--- config.mk ---
export PLATFORM = sky130hd
export DESIGN_NAME = wb_queue_flat
export DESIGN_NICKNAME = d
export VERILOG_FILES = /design/src/rtl/wb_queue_if.sv /design/src/rtl/wb_queue.sv /design/src/flat_wrapper.sv
export SDC_FILE = /design/constraint.sdc
export NUM_CORES = 1
export LEC_CHECK = 0
export CAP_MARGIN = 0
export CORE_MARGIN = 5
export CORE_UTILIZATION = 40
export DETAILED_ROUTE_END_ITERATION = 16
export SLEW_MARGIN = 20
export SYNTH_ARGS = -nofsm -noshare
export SYNTH_HDL_FRONTEND = slang
export SYNTH_SLANG_ARGS = --single-unit
--- constraint.sdc ---
create_clock -name clk -period 3.4 [get_ports clk]
set_clock_uncertainty 0.1 [all_clocks]
set_input_delay 0.68 -clock clk [delete_from_list [all_inputs] [get_ports clk]]
set_output_delay 0.68 -clock clk [all_outputs]
set_load 0.05 [all_outputs]
--- src/rtl/wb_queue_if.sv ---
// Bus between a result producer, the write-back queue and the register file.
// The queue side uses the slave modport and the producer/register-file side uses master.
interface wb_queue_if #(
  parameter int XLEN  = 64,
  parameter int DEPTH = 4
);
  localparam int CW = $clog2(DEPTH) + 1;

  logic            in_valid;
  logic            in_ready;
  logic [4:0]      in_rd;
  logic [XLEN-1:0] in_data;
  logic            hold;
  logic            WE;
  logic [4:0]      A3;
  logic [XLEN-1:0] WD;
  logic [4:0]      q_addr1;
  logic [4:0]      q_addr2;
  logic            hit1;
  logic            hit2;
  logic [XLEN-1:0] fwd1;
  logic [XLEN-1:0] fwd2;
  logic [CW-1:0]   count;

  modport master (
    output in_valid, in_rd, in_data, hold, q_addr1, q_addr2,
    input  in_ready, WE, A3, WD, hit1, hit2, fwd1, fwd2, count
  );

  modport slave (
    input  in_valid, in_rd, in_data, hold, q_addr1, q_addr2,
    output in_ready, WE, A3, WD, hit1, hit2, fwd1, fwd2, count
  );
endinterface

--- src/rtl/wb_queue.sv ---
// In-order write-back queue. It drains one result per cycle into the register file.
// It also forwards the youngest pending value for two lookup addresses.
module wb_queue #(
  parameter int XLEN  = 64,
  parameter int DEPTH = 4
) (
  input  logic        clk,
  input  logic        rst_n,
  wb_queue_if.slave   bus
);
  localparam int PW = $clog2(DEPTH);
  localparam int CW = PW + 1;

  logic [PW-1:0]   head_q, head_d;
  logic [PW-1:0]   tail_q, tail_d;
  logic [CW-1:0]   count_q, count_d;
  logic [4:0]      rd_mem_q   [DEPTH];
  logic [4:0]      rd_mem_d   [DEPTH];
  logic [XLEN-1:0] data_mem_q [DEPTH];
  logic [XLEN-1:0] data_mem_d [DEPTH];

  logic            in_ready;
  logic            push;
  logic            pop;
  logic            hit1, hit2;
  logic [XLEN-1:0] fwd1, fwd2;

  // A result to x0 completes the handshake but is never stored.
  always_comb begin
    in_ready = (count_q < CW'(DEPTH));
    push     = bus.in_valid && in_ready && (bus.in_rd != 5'd0);
    pop      = (count_q != '0) && !bus.hold;
  end

  always_comb begin
    head_d     = head_q;
    tail_d     = tail_q;
    count_d    = count_q;
    rd_mem_d   = rd_mem_q;
    data_mem_d = data_mem_q;
    if (push) begin
      rd_mem_d[tail_q]   = bus.in_rd;
      data_mem_d[tail_q] = bus.in_data;
      tail_d             = tail_q + 1'b1;
    end
    if (pop) begin
      head_d = head_q + 1'b1;
    end
    case ({push, pop})
      2'b10:   count_d = count_q + 1'b1;
      2'b01:   count_d = count_q - 1'b1;
      default: count_d = count_q;
    endcase
  end

  always_ff @(posedge clk or negedge rst_n) begin
    if (!rst_n) begin
      head_q  <= '0;
      tail_q  <= '0;
      count_q <= '0;
    end else begin
      head_q  <= head_d;
      tail_q  <= tail_d;
      count_q <= count_d;
    end
  end

  // Entry storage is never reset. Occupancy alone decides which slots are live.
  always_ff @(posedge clk) begin
    rd_mem_q   <= rd_mem_d;
    data_mem_q <= data_mem_d;
  end

  // Walk from oldest to youngest so a later match overrides an earlier one.
  always_comb begin
    logic [PW-1:0] idx;
    idx  = '0;
    hit1 = 1'b0;
    hit2 = 1'b0;
    fwd1 = '0;
    fwd2 = '0;
    for (int i = 0; i < DEPTH; i++) begin
      idx = head_q + PW'(i);
      if (CW'(i) < count_q) begin
        if ((bus.q_addr1 != 5'd0) && (rd_mem_q[idx] == bus.q_addr1)) begin
          hit1 = 1'b1;
          fwd1 = data_mem_q[idx];
        end
        if ((bus.q_addr2 != 5'd0) && (rd_mem_q[idx] == bus.q_addr2)) begin
          hit2 = 1'b1;
          fwd2 = data_mem_q[idx];
        end
      end
    end
  end

  assign bus.in_ready = in_ready;
  assign bus.WE       = pop;
  assign bus.A3       = (count_q != '0) ? rd_mem_q[head_q]   : 5'd0;
  assign bus.WD       = (count_q != '0) ? data_mem_q[head_q] : '0;
  assign bus.hit1     = hit1;
  assign bus.hit2     = hit2;
  assign bus.fwd1     = fwd1;
  assign bus.fwd2     = fwd2;
  assign bus.count    = count_q;

endmodule
--- src/flat_wrapper.sv ---
// flat-port wrapper written by rule: the top's interface ports become plain ports
module wb_queue_flat 
#(
  parameter int XLEN  = 64,
  parameter int DEPTH = 4
)
  (clk, rst_n, bus_in_valid, bus_in_rd, bus_in_data, bus_hold, bus_q_addr1, bus_q_addr2, bus_in_ready, bus_WE, bus_A3, bus_WD, bus_hit1, bus_hit2, bus_fwd1, bus_fwd2, bus_count);
  wb_queue_if #(.XLEN(XLEN), .DEPTH(DEPTH)) bus_i ();
  input  logic clk;
  input  logic rst_n;
  input wire logic [$bits(bus_i.in_valid)-1:0] bus_in_valid;
  input wire logic [$bits(bus_i.in_rd)-1:0] bus_in_rd;
  input wire logic [$bits(bus_i.in_data)-1:0] bus_in_data;
  input wire logic [$bits(bus_i.hold)-1:0] bus_hold;
  input wire logic [$bits(bus_i.q_addr1)-1:0] bus_q_addr1;
  input wire logic [$bits(bus_i.q_addr2)-1:0] bus_q_addr2;
  output wire logic [$bits(bus_i.in_ready)-1:0] bus_in_ready;
  output wire logic [$bits(bus_i.WE)-1:0] bus_WE;
  output wire logic [$bits(bus_i.A3)-1:0] bus_A3;
  output wire logic [$bits(bus_i.WD)-1:0] bus_WD;
  output wire logic [$bits(bus_i.hit1)-1:0] bus_hit1;
  output wire logic [$bits(bus_i.hit2)-1:0] bus_hit2;
  output wire logic [$bits(bus_i.fwd1)-1:0] bus_fwd1;
  output wire logic [$bits(bus_i.fwd2)-1:0] bus_fwd2;
  output wire logic [$bits(bus_i.count)-1:0] bus_count;
  assign bus_i.in_valid = bus_in_valid;
  assign bus_i.in_rd = bus_in_rd;
  assign bus_i.in_data = bus_in_data;
  assign bus_i.hold = bus_hold;
  assign bus_i.q_addr1 = bus_q_addr1;
  assign bus_i.q_addr2 = bus_q_addr2;
  assign bus_in_ready = bus_i.in_ready;
  assign bus_WE = bus_i.WE;
  assign bus_A3 = bus_i.A3;
  assign bus_WD = bus_i.WD;
  assign bus_hit1 = bus_i.hit1;
  assign bus_hit2 = bus_i.hit2;
  assign bus_fwd1 = bus_i.fwd1;
  assign bus_fwd2 = bus_i.fwd2;
  assign bus_count = bus_i.count;
  wb_queue #(.XLEN(XLEN), .DEPTH(DEPTH)) u_core (.clk(clk), .rst_n(rst_n), .bus(bus_i));
endmodule
* Word-level counts from Yosys, hierarchy flattened
Index checks and enable logic that the tools add are counted.
** Storage, ports and cells
- Flip-flop bits (word level) :: 283
- Bits in latches :: 0
- RAM bits :: 0
- Memory bits (read-only) :: 0
- Bits of input ports :: 83
- Output and inout port bits :: 204
- Word-level logic and storage cells :: 126
- Memories :: 0
** Cells by class
- Add/sub/neg operators :: 6
- Multipliers :: 0
- Divide/modulo/power cells :: 0
- $lt $le $gt $ge :: 11
- Eq/ne operators :: 10
- Shift operators :: 0
- Multiplexer cells :: 65
- Bitwise operators :: 5
- Reduce and logical (&&, ||, !) cells :: 18
** Operators with widths (number)
- 2-to-1 mux 64 bit :: 26
- binary-select mux 64 bit (select 2 bit) :: 4
- bitwise mux 256 bit :: 1
- demux 64 bit (select 2 bit) :: 1
- 2-to-1 mux 5 bit :: 10
- binary-select mux 5 bit (select 2 bit) :: 4
- == test 5 bit :: 8
- bitwise mux 20 bit :: 1
- 2-to-1 mux 1 bit :: 16
- >= comparator 3 bit (second input constant) :: 5
- NOT 2 -> 3 bit :: 5
- nonzero test 5 bit :: 3
- logical AND 1 bit :: 12
- demux 5 bit (select 2 bit) :: 1
- less-than comparator 1 x 3 -> 1 bit (first input constant) :: 2
- less-than comparator 2 x 3 -> 1 bit (first input constant) :: 2
- one-hot mux 3 bit (2 select lines) :: 1
- adder 2 x 1 -> 2 bit (second input constant) :: 2
- adder 2 bit (second input constant) :: 2
- adder 3 x 1 -> 3 bit (second input constant) :: 1
- less-than comparator 3 x 1 -> 1 bit (second input constant) :: 1
- less-than comparator 3 bit (second input constant) :: 1
- nonzero test 3 bit :: 1
- subtractor 3 x 1 -> 3 bit (second input constant) :: 1
- 4 further kinds :: 4

* Depth between registers and ports, before layout
Gate-level depths: netlist of run 1.
- Depth after elaboration :: 14
- Mapped depth :: 12

* Worst setup path after synthesis of run 1
No wires, ideal clock.
- Path kind :: input port to output port
- Start point :: input port bus_q_addr2[2]
- End point :: output port bus_fwd2[42]
- Arrival time :: 3.058 ns
- Data required time :: 2.620 ns
- Setup slack :: -0.438 ns
- Stages on the path :: 9
- Path buffers :: 3
- Cells stage by stage :: clkbuf_1 > nor4_1 > nand2_1 > o211ai_1 > or2_1 > clkbuf_1 > clkbuf_1 > a31oi_1 > o211ai_1
** Between the ends
- Longest elaborated chain between the ends :: 10
- Elaborated cells between the ends (all ways) :: 17
- Classes of those cells :: 4 x eq/ne; 8 x mux; 5 x reduce/logical
** RTL lines
- from (decl) :: line flat_wrapper.sv:16 : input wire logic [$bits(bus_i.q_addr2)-1:0] bus_q_addr2;
- == test 5 bit or nonzero test 5 bit (tied branches) :: line wb_queue.sv:89 : if ((bus.q_addr2 != 5'd0) && (rd_mem_q[idx] == bus.q_addr2)) begin
- logical AND 1 bit :: line wb_queue.sv:89
- 2-to-1 mux 64 bit :: line wb_queue.sv:89
- 2-to-1 mux 64 bit :: line wb_queue.sv:84 : if (CW'(i) < count_q) begin
- 2-to-1 mux 64 bit :: line wb_queue.sv:89
- 2-to-1 mux 64 bit :: line wb_queue.sv:84
- 2-to-1 mux 64 bit :: line wb_queue.sv:89
- 2-to-1 mux 64 bit :: line wb_queue.sv:84
- 2-to-1 mux 64 bit :: line wb_queue.sv:89
- 2-to-1 mux 64 bit * :: line wb_queue.sv:84
- to (decl) :: line flat_wrapper.sv:24 : output wire logic [$bits(bus_i.fwd2)-1:0] bus_fwd2;
Mark *: on every way between the ends. The rest lies on a longest branch, timed or not.

* Worst setup path in the final report of run 1
- Start point :: register u_core.head_q[0]
- End point :: output port bus_fwd1[57]
** Between the ends
- Longest elaborated chain between the ends :: 14
- Elaborated cells between the ends (all ways) :: 47
- Classes of those cells :: 3 x add/sub; 4 x eq/ne; 32 x mux; 4 x bitwise; 4 x reduce/logical
** RTL lines
- from (decl) :: line wb_queue.sv:14 : logic [PW-1:0] head_q, head_d;
- from (signal assigned) :: line wb_queue.sv:58 : head_q <= '0;
- from (signal assigned) :: line wb_queue.sv:62 : head_q <= head_d;
- branches (longest 13 deep; another with adder 2 x 1 -> 2 bit)
- 2-to-1 mux 64 bit * :: line wb_queue.sv:84
- to (decl) :: line flat_wrapper.sv:23 : output wire logic [$bits(bus_i.fwd1)-1:0] bus_fwd1;
Every way passes the cells marked *. The select of a mux whose other input is x is not followed.

==> flow_summary.ini, run 1 <==
[worst_setup_path]
crit_arrival_ps = 3420
regToRegEndpoint = u_core.bus.count[2]
end_kind = primary output
critical_path_required_ps = 2620
critPathKind = reg -> out
reg2regPathDepth = 9
crit_fanout = 14
critical_path.startpoint_type = register
ff2ff_setup_slack_ps = 1060
timing.rr.start = u_core.bus.count[0]

[global_route]
grt_pass1_vias = 21368
busiest_layer = met2
grt_max_degree = 85
grt_use_met3_pct = 5.62
grt_pass1_wl_mm = 127
globalRouteMet2Util_pct = 45.5
grt-ovfl-total = 0
antenna_found_initial = 7
grtUsageMet1_pct = 34.6
grt_use_total_pct = 27.3

[final_layout]
multi_input_comb_area_um2 = 13100
fillers = 4071
syn2layout_area_growth_pct = 53.7
design_area_um2 = 33200
drive_gt1_share_pct = 41.3
stdcell_count = 3340
regArea_um2 = 8470
final_nets = 2707

[drt]
postRouteAntennaNets = 0
wirelength_mm = 88.2
drt_iter0_drc = 2325
first_pass_iters = 8
vias = 21150
drt-wirelength-per-cell_um = 26.4
via_per_inst = 6.33
drc_errors = 0

[place]
port_buffers = 286
gp_congestion = 0.879
hpwlAfterDp_mm = 55.2
dp_slack_ps = -570
post-place-cells = 3231
dpl_cell_area_um2 = 30700

[logic_synthesis]
syn-cell-area_um2 = 21600
synth-edff-count = 276
synth_top_area_share_pct = 38.3
synth_nets = 2141
synth.distinct_cells = 50
synthTopCellsByArea = edfxtp_1 (38%), mux4_2 (14%), mux2i_1 (3.8%), mux2_2 (3.7%), a21oi_1 (3.3%)
avgSynthCellArea_um2 = 10.6
yosysWarningCount = 0
synthFlopType = edfxtp_1
synthCells = 2049
ys_async_sr_fraction_pct = 2.47
ys_seq_area_share_pct = 39.1
ys_ff_latch = 283
synth_top_area_cell = edfxtp_1

[power_and_ir_drop]
leakagePower_uw = 0.0121
ir_drop_uv = 1140
power_density_nw_per_um2 = 1080

[die]
die_w_um = 243
coreArea_um2 = 53700
rows = 85
chipHeight_um = 243
io_pins = 287
initial_core_util_pct = 40.3
die_area_um2 = 58800

[flow_run]
max_cap_viol_count = 0

[timing]
slew_headroom_pct = 56.2
fin_crit_ps = 4200
hold_ws_ps = 302
setup_tns_ps = -103730
fin_crit_sh_pct = 124
max_clock_freq_ghz = 0.238
layout_setup_ws_ps = -804
setup_viol = 184
rsz0062_at_grt = true
worstMarginPinSlew_ps = 655
drv_slew = 0
hold_violations = 0

[status]
violations = setup timing
outcome = complete, but fails checks

[cts]
holdBufCountCts = 0
cts.path.max_buffers = 3
clkSinkCount = 283
htree_num_levels = 2
clk_latency_ps = 540
numCtsBuffers = 34
cts.clk_slew.worst_paths_ps = 60
cts_tree = built
cts-root-buf = clkbuf_16

[min_path]
min_path_type = in -> async
critical path, stage by stage (launching register included):
cell and delay (ps):
dfrtp_4 530, buf_4 160, mux4_2 480, xnor2_2 180
o211ai_1 170, buf_4 210, nor2_4 170, buf_12 130
buf_12 100, clkbuf_16 180, a211oi_1 90, buf_4 150
a21oi_4 170, buf_12 150
logic make-up after synthesis:
kind of cell / Yosys count / share of synthesized area, %
mux: 286 / 21.2
flops: 283 / 39.1
fa+ha+maj: 9 / 0.521
compound gates: 486 / 14.1
buf+inv: 298 / 6.58
simple gates: 643 / 16.7
xor+xnor: 44 / 1.78
state kept, by name, summed over array words and instances, names as in the netlist:
register / flops
u_core.bus.count: 3
u_core.head_q: 2
u_core.data_mem_q: 256
u_core.rd_mem_q: 20
u_core.tail_q: 2
power breakdown:
group          total [µW]  internal (µW)  switching, µW
combinational       27000          12100          15000
sequential           4700           4370            323
clock                4050           2540           1510
total               35800          19000          16800
cell type report:
type                            count  share of cell area (%)
Antenna cell                        4                  0.0301
Timing Repair Buffer              756                    28.1
Sequential cell                   283                    25.5
Clock buffer                       39                    2.74
Multi-Input combinational cell   1468                    39.3
Inverter                           72                   0.820
Tap cell                          696                    2.62
Clock inverter                     22                   0.978
synthesized netlist by cell type, types with 66 or more instances:
cell type    n
edfxtp_1   276
a21oi_1    142
nor2_1     141
nand2_1    137
mux4_2     130
clkbuf_1    96
mux2i_1     83
inv_1       72
mux2_2      72
nand4_1     70
o21ai_0     70
a31oi_1     66
buf_2       66
worst max path at each step:
stage                         to             start  slack [ps]
floorplan           bus_fwd2[42]  u_core.head_q[0]        -210
global placement    bus_fwd2[51]    bus_q_addr2[4]        -560
detailed placement  bus_fwd2[40]    bus_q_addr2[4]        -570
CTS                 bus_fwd2[40]  u_core.head_q[0]        -770
global route        bus_fwd2[40]  u_core.head_q[0]        -910
finish              bus_fwd1[57]  u_core.head_q[0]        -800
routing by layer:
layer	share of wire (%)	vias up
met5	0.043	-
met4	4.3	6
met3	9.5	255
met2	48	1238
met1	38	10499
li1	-	9152
placed cells by master (no fill, tap or decap), types with 11 or more instances in the layout:
cell type and count:
a211oi_1 61, o31ai_1 62, nand4_1 70, buf_4 390
a21oi_4 63, nor3b_1 29, nor3_1 11, o21ai_0 59
and3_1 59, clkdlybuf4s50_1 86, a21oi_1 78, edfxtp_1 276
buf_6 25, nor3b_2 30, a31oi_1 64, xnor2_1 25
buf_16 11, inv_1 71, mux2i_1 83, o211ai_1 61
nor2_1 134, clkbuf_16 51, mux2_2 66, nand4b_1 62
mux4_2 130, nand3b_1 59, buf_12 227, nand2_1 137
metrics by stage:
step                      power [µW]  utilization (%)
final                          35800             61.9
after global routing           37100             61.9
after CTS                      34500             60.0
after detailed placement       30100             57.1
after global placement         29800             57.1
after floorplan                18800                -
timing repair:
| action | in CTS | in global routing |
|---|---|---|
| cloned | 1 | 20 |
| buffers inserted | 6 | 18 |
| pin swaps | 29 | 21 |
| gates resized for setup | 54 | 81 |
| endpoints found under the setup margin | 189 | 192 |
No activity file was read; power rests on OpenSTA's default activity.
==> run 2, diff against run 1 <==
- GPL_TIMING_DRIVEN: default -> 0
==> run 2 against run 1 <==
Against the previous run: the flow still finishes with violations (setup timing); worst setup slack got worse by 150 ps; sequential power hardly changed; design area fell by 6.7%; clock-buffer cell count grew 1; register-to-register slack got worse by 220 ps; first-iteration DRC count up 17%; wire length is 10% higher; critical path depth fell by 1; largest cell class unchanged; largest power group unchanged.
==> flow_summary.ini, run 2 (same netlist as run 1, synthesis figures left out) <==
[place]
hpwlAfterDp_mm = 66.6
gp_congestion = 0.930
dpl_cell_area_um2 = 26300
port_buffers = 276
dp_slack_ps = -1770

[die]
rows = 85
io_pins = 287
die_w_um = 243
initial_core_util_pct = 40.3
die_area_um2 = 58800
chipHeight_um = 243
coreArea_um2 = 53700

[global_route]
grt_max_degree = 28
busiest_layer = met2
grt_pass1_vias = 21059
grt_use_total_pct = 31.0
globalRouteMet2Util_pct = 49.8
grtUsageMet1_pct = 41.0
grt-ovfl-total = 0
grt_use_met3_pct = 5.83
grt_pass1_wl_mm = 140
antenna_found_initial = 2

[worst_setup_path]
crit_chain = buf_6 -> mux4_2 -> xnor2_2 -> nand4_1 -> buf_6 -> or2_1 -> buf_6 -> o21ai_4 -> buf_12 -> buf_8 -> o211ai_1 -> buf_4
crit_arrival_ps = 3570
crit_fanout = 5
critPathKind = reg -> out
critical_path.startpoint_type = register
cpPeakStageDelay_ps = 610
cpMostUsedCell = buf_6
end_kind = primary output
ff2ff_setup_slack_ps = 840
slowest_stage = mux4_2
critical_path_required_ps = 2620

[final_layout]
syn2layout_area_growth_pct = 43.5
layout_common_cells = edfxtp_1 (276), nor2_1 (137), nand2_1 (137)
layout_commonest_cell = edfxtp_1
design_area_um2 = 31000
regArea_um2 = 8470
final_util_pct = 57.8
multi_input_comb_area_um2 = 14200
top_register = u_core.data_mem_q
drive_gt1_share_pct = 41.5
final_nets = 2537
largest_register_ffs = 256
fillers = 4436

[timing]
slew_headroom_pct = 44.3
fin_crit_sh_pct = 128
worstMarginPinSlew_ps = 835
rsz0062_at_grt = true
hold_violations = 0
max_clock_freq_ghz = 0.230
setup_viol = 198
fin_crit_ps = 4350
hold_ws_ps = 290
layout_setup_ws_ps = -950
drv_slew = 0

[drt]
vias = 21257
wirelength_mm = 97.1
postRouteAntennaNets = 0
drt_iter0_drc = 2726
drc_errors = 0
first_pass_iters = 6
drt-wirelength-per-cell_um = 30.6
via_per_inst = 6.71

[min_path]
min_path_type = in -> async

[status]
outcome = complete, but fails checks
violations = setup timing

[cts]
clkSinkCount = 283
htree_num_levels = 2
cts_tree = built
cts-root-buf = clkbuf_16
clk_latency_ps = 560
numCtsBuffers = 35
cts.clk_slew.worst_paths_ps = 60
cts.path.max_buffers = 3

[flow_run]
max_cap_viol_count = 0

[power_and_ir_drop]
ir_drop_uv = 839
power_density_nw_per_um2 = 1070
finalPower_uw = 33100
leakagePower_uw = 0.0109
run 2: cell count changes in the layout (fill, tap and decap cells not counted), moves of 26 or more:
cell / previous run / this run
buf_4: 390 / 131
buf_12: 227 / 48
buf_6: 25 / 116
o31ai_1: 62 / 1
a211oi_1: 61 / 1
a211oi_2: 3 / 60
dlygate4sd2_1: 0 / 53
clkbuf_4: 0 / 42
o21ai_0: 59 / 27
o31ai_4: 1 / 32
o31ai_2: 2 / 32
o21ai_1: 9 / 35
run 2: metrics by stage:
stage,std cells,TNS [ps]
2_1_floorplan,2049,-10560
3_3_place_gp,3021,-430470
3_5_place_dp,3029,-266930
4_1_cts,3136,-150400
5_1_grt,3168,-143070
6_report,3168,-129370
run 2: critical path, delay by kind of cell, from the launching register on:
kind	cells	cell delay [ps]
flip-flops	1	400
AO/OA/AOI/OAI	2	520
buffers and inverters	6	1060
multiplexers	1	610
AND/OR/NAND/NOR	2	230
XOR/XNOR	1	170
run 2: metal layers:
metal  wire, µm  up-vias
met1      37700    10690
met3       9130      317
met2      44900     1414
met5          9        -
met4       5290        2
li1           -     8834
run 2: final timing paths:
path | from | cells past startpoint | endpoint
min in group clk | u_core.bus.count[0] | 1 | u_core.bus.count[0]
worst min-delay path | rst_n | 1 | u_core.bus.count[2]
worst min register to register | u_core.bus.count[0] | 1 | u_core.bus.count[0]
max in group asynchronous | rst_n | 1 | u_core.head_q[0]
worst max register to register | u_core.bus.count[2] | 6 | u_core.data_mem_q[37]
worst max-delay path | u_core.head_q[1] | 12 | bus_fwd2[34]
run 2: cell type report:
cell class,instances,area share (%)
Inverter,72,0.883
Buffer,221,7.02
Multi-Input combinational cell,1468,45.7
Tap cell,696,2.81
Timing Repair Buffer,364,12.5
Sequential cell,283,27.3
Clock buffer,40,3.02
Clock inverter,23,0.762
Antenna cell,1,0.00806
run 2: repair_timing:
item	in CTS	in global routing
pin swaps	52	81
resized for setup	1303	430
buffers inserted	35	27
endpoints found under the setup margin	200	200
gates cloned	12	9
hold buffers	0	0
hold endpoints to repair	0	0
run 2: report_power, final:
part / total [µW] / switching, µW / internal (µW)
sequential: 4670 / 305 / 4370
clock: 3870 / 1570 / 2300
combinational: 24500 / 15700 / 8840
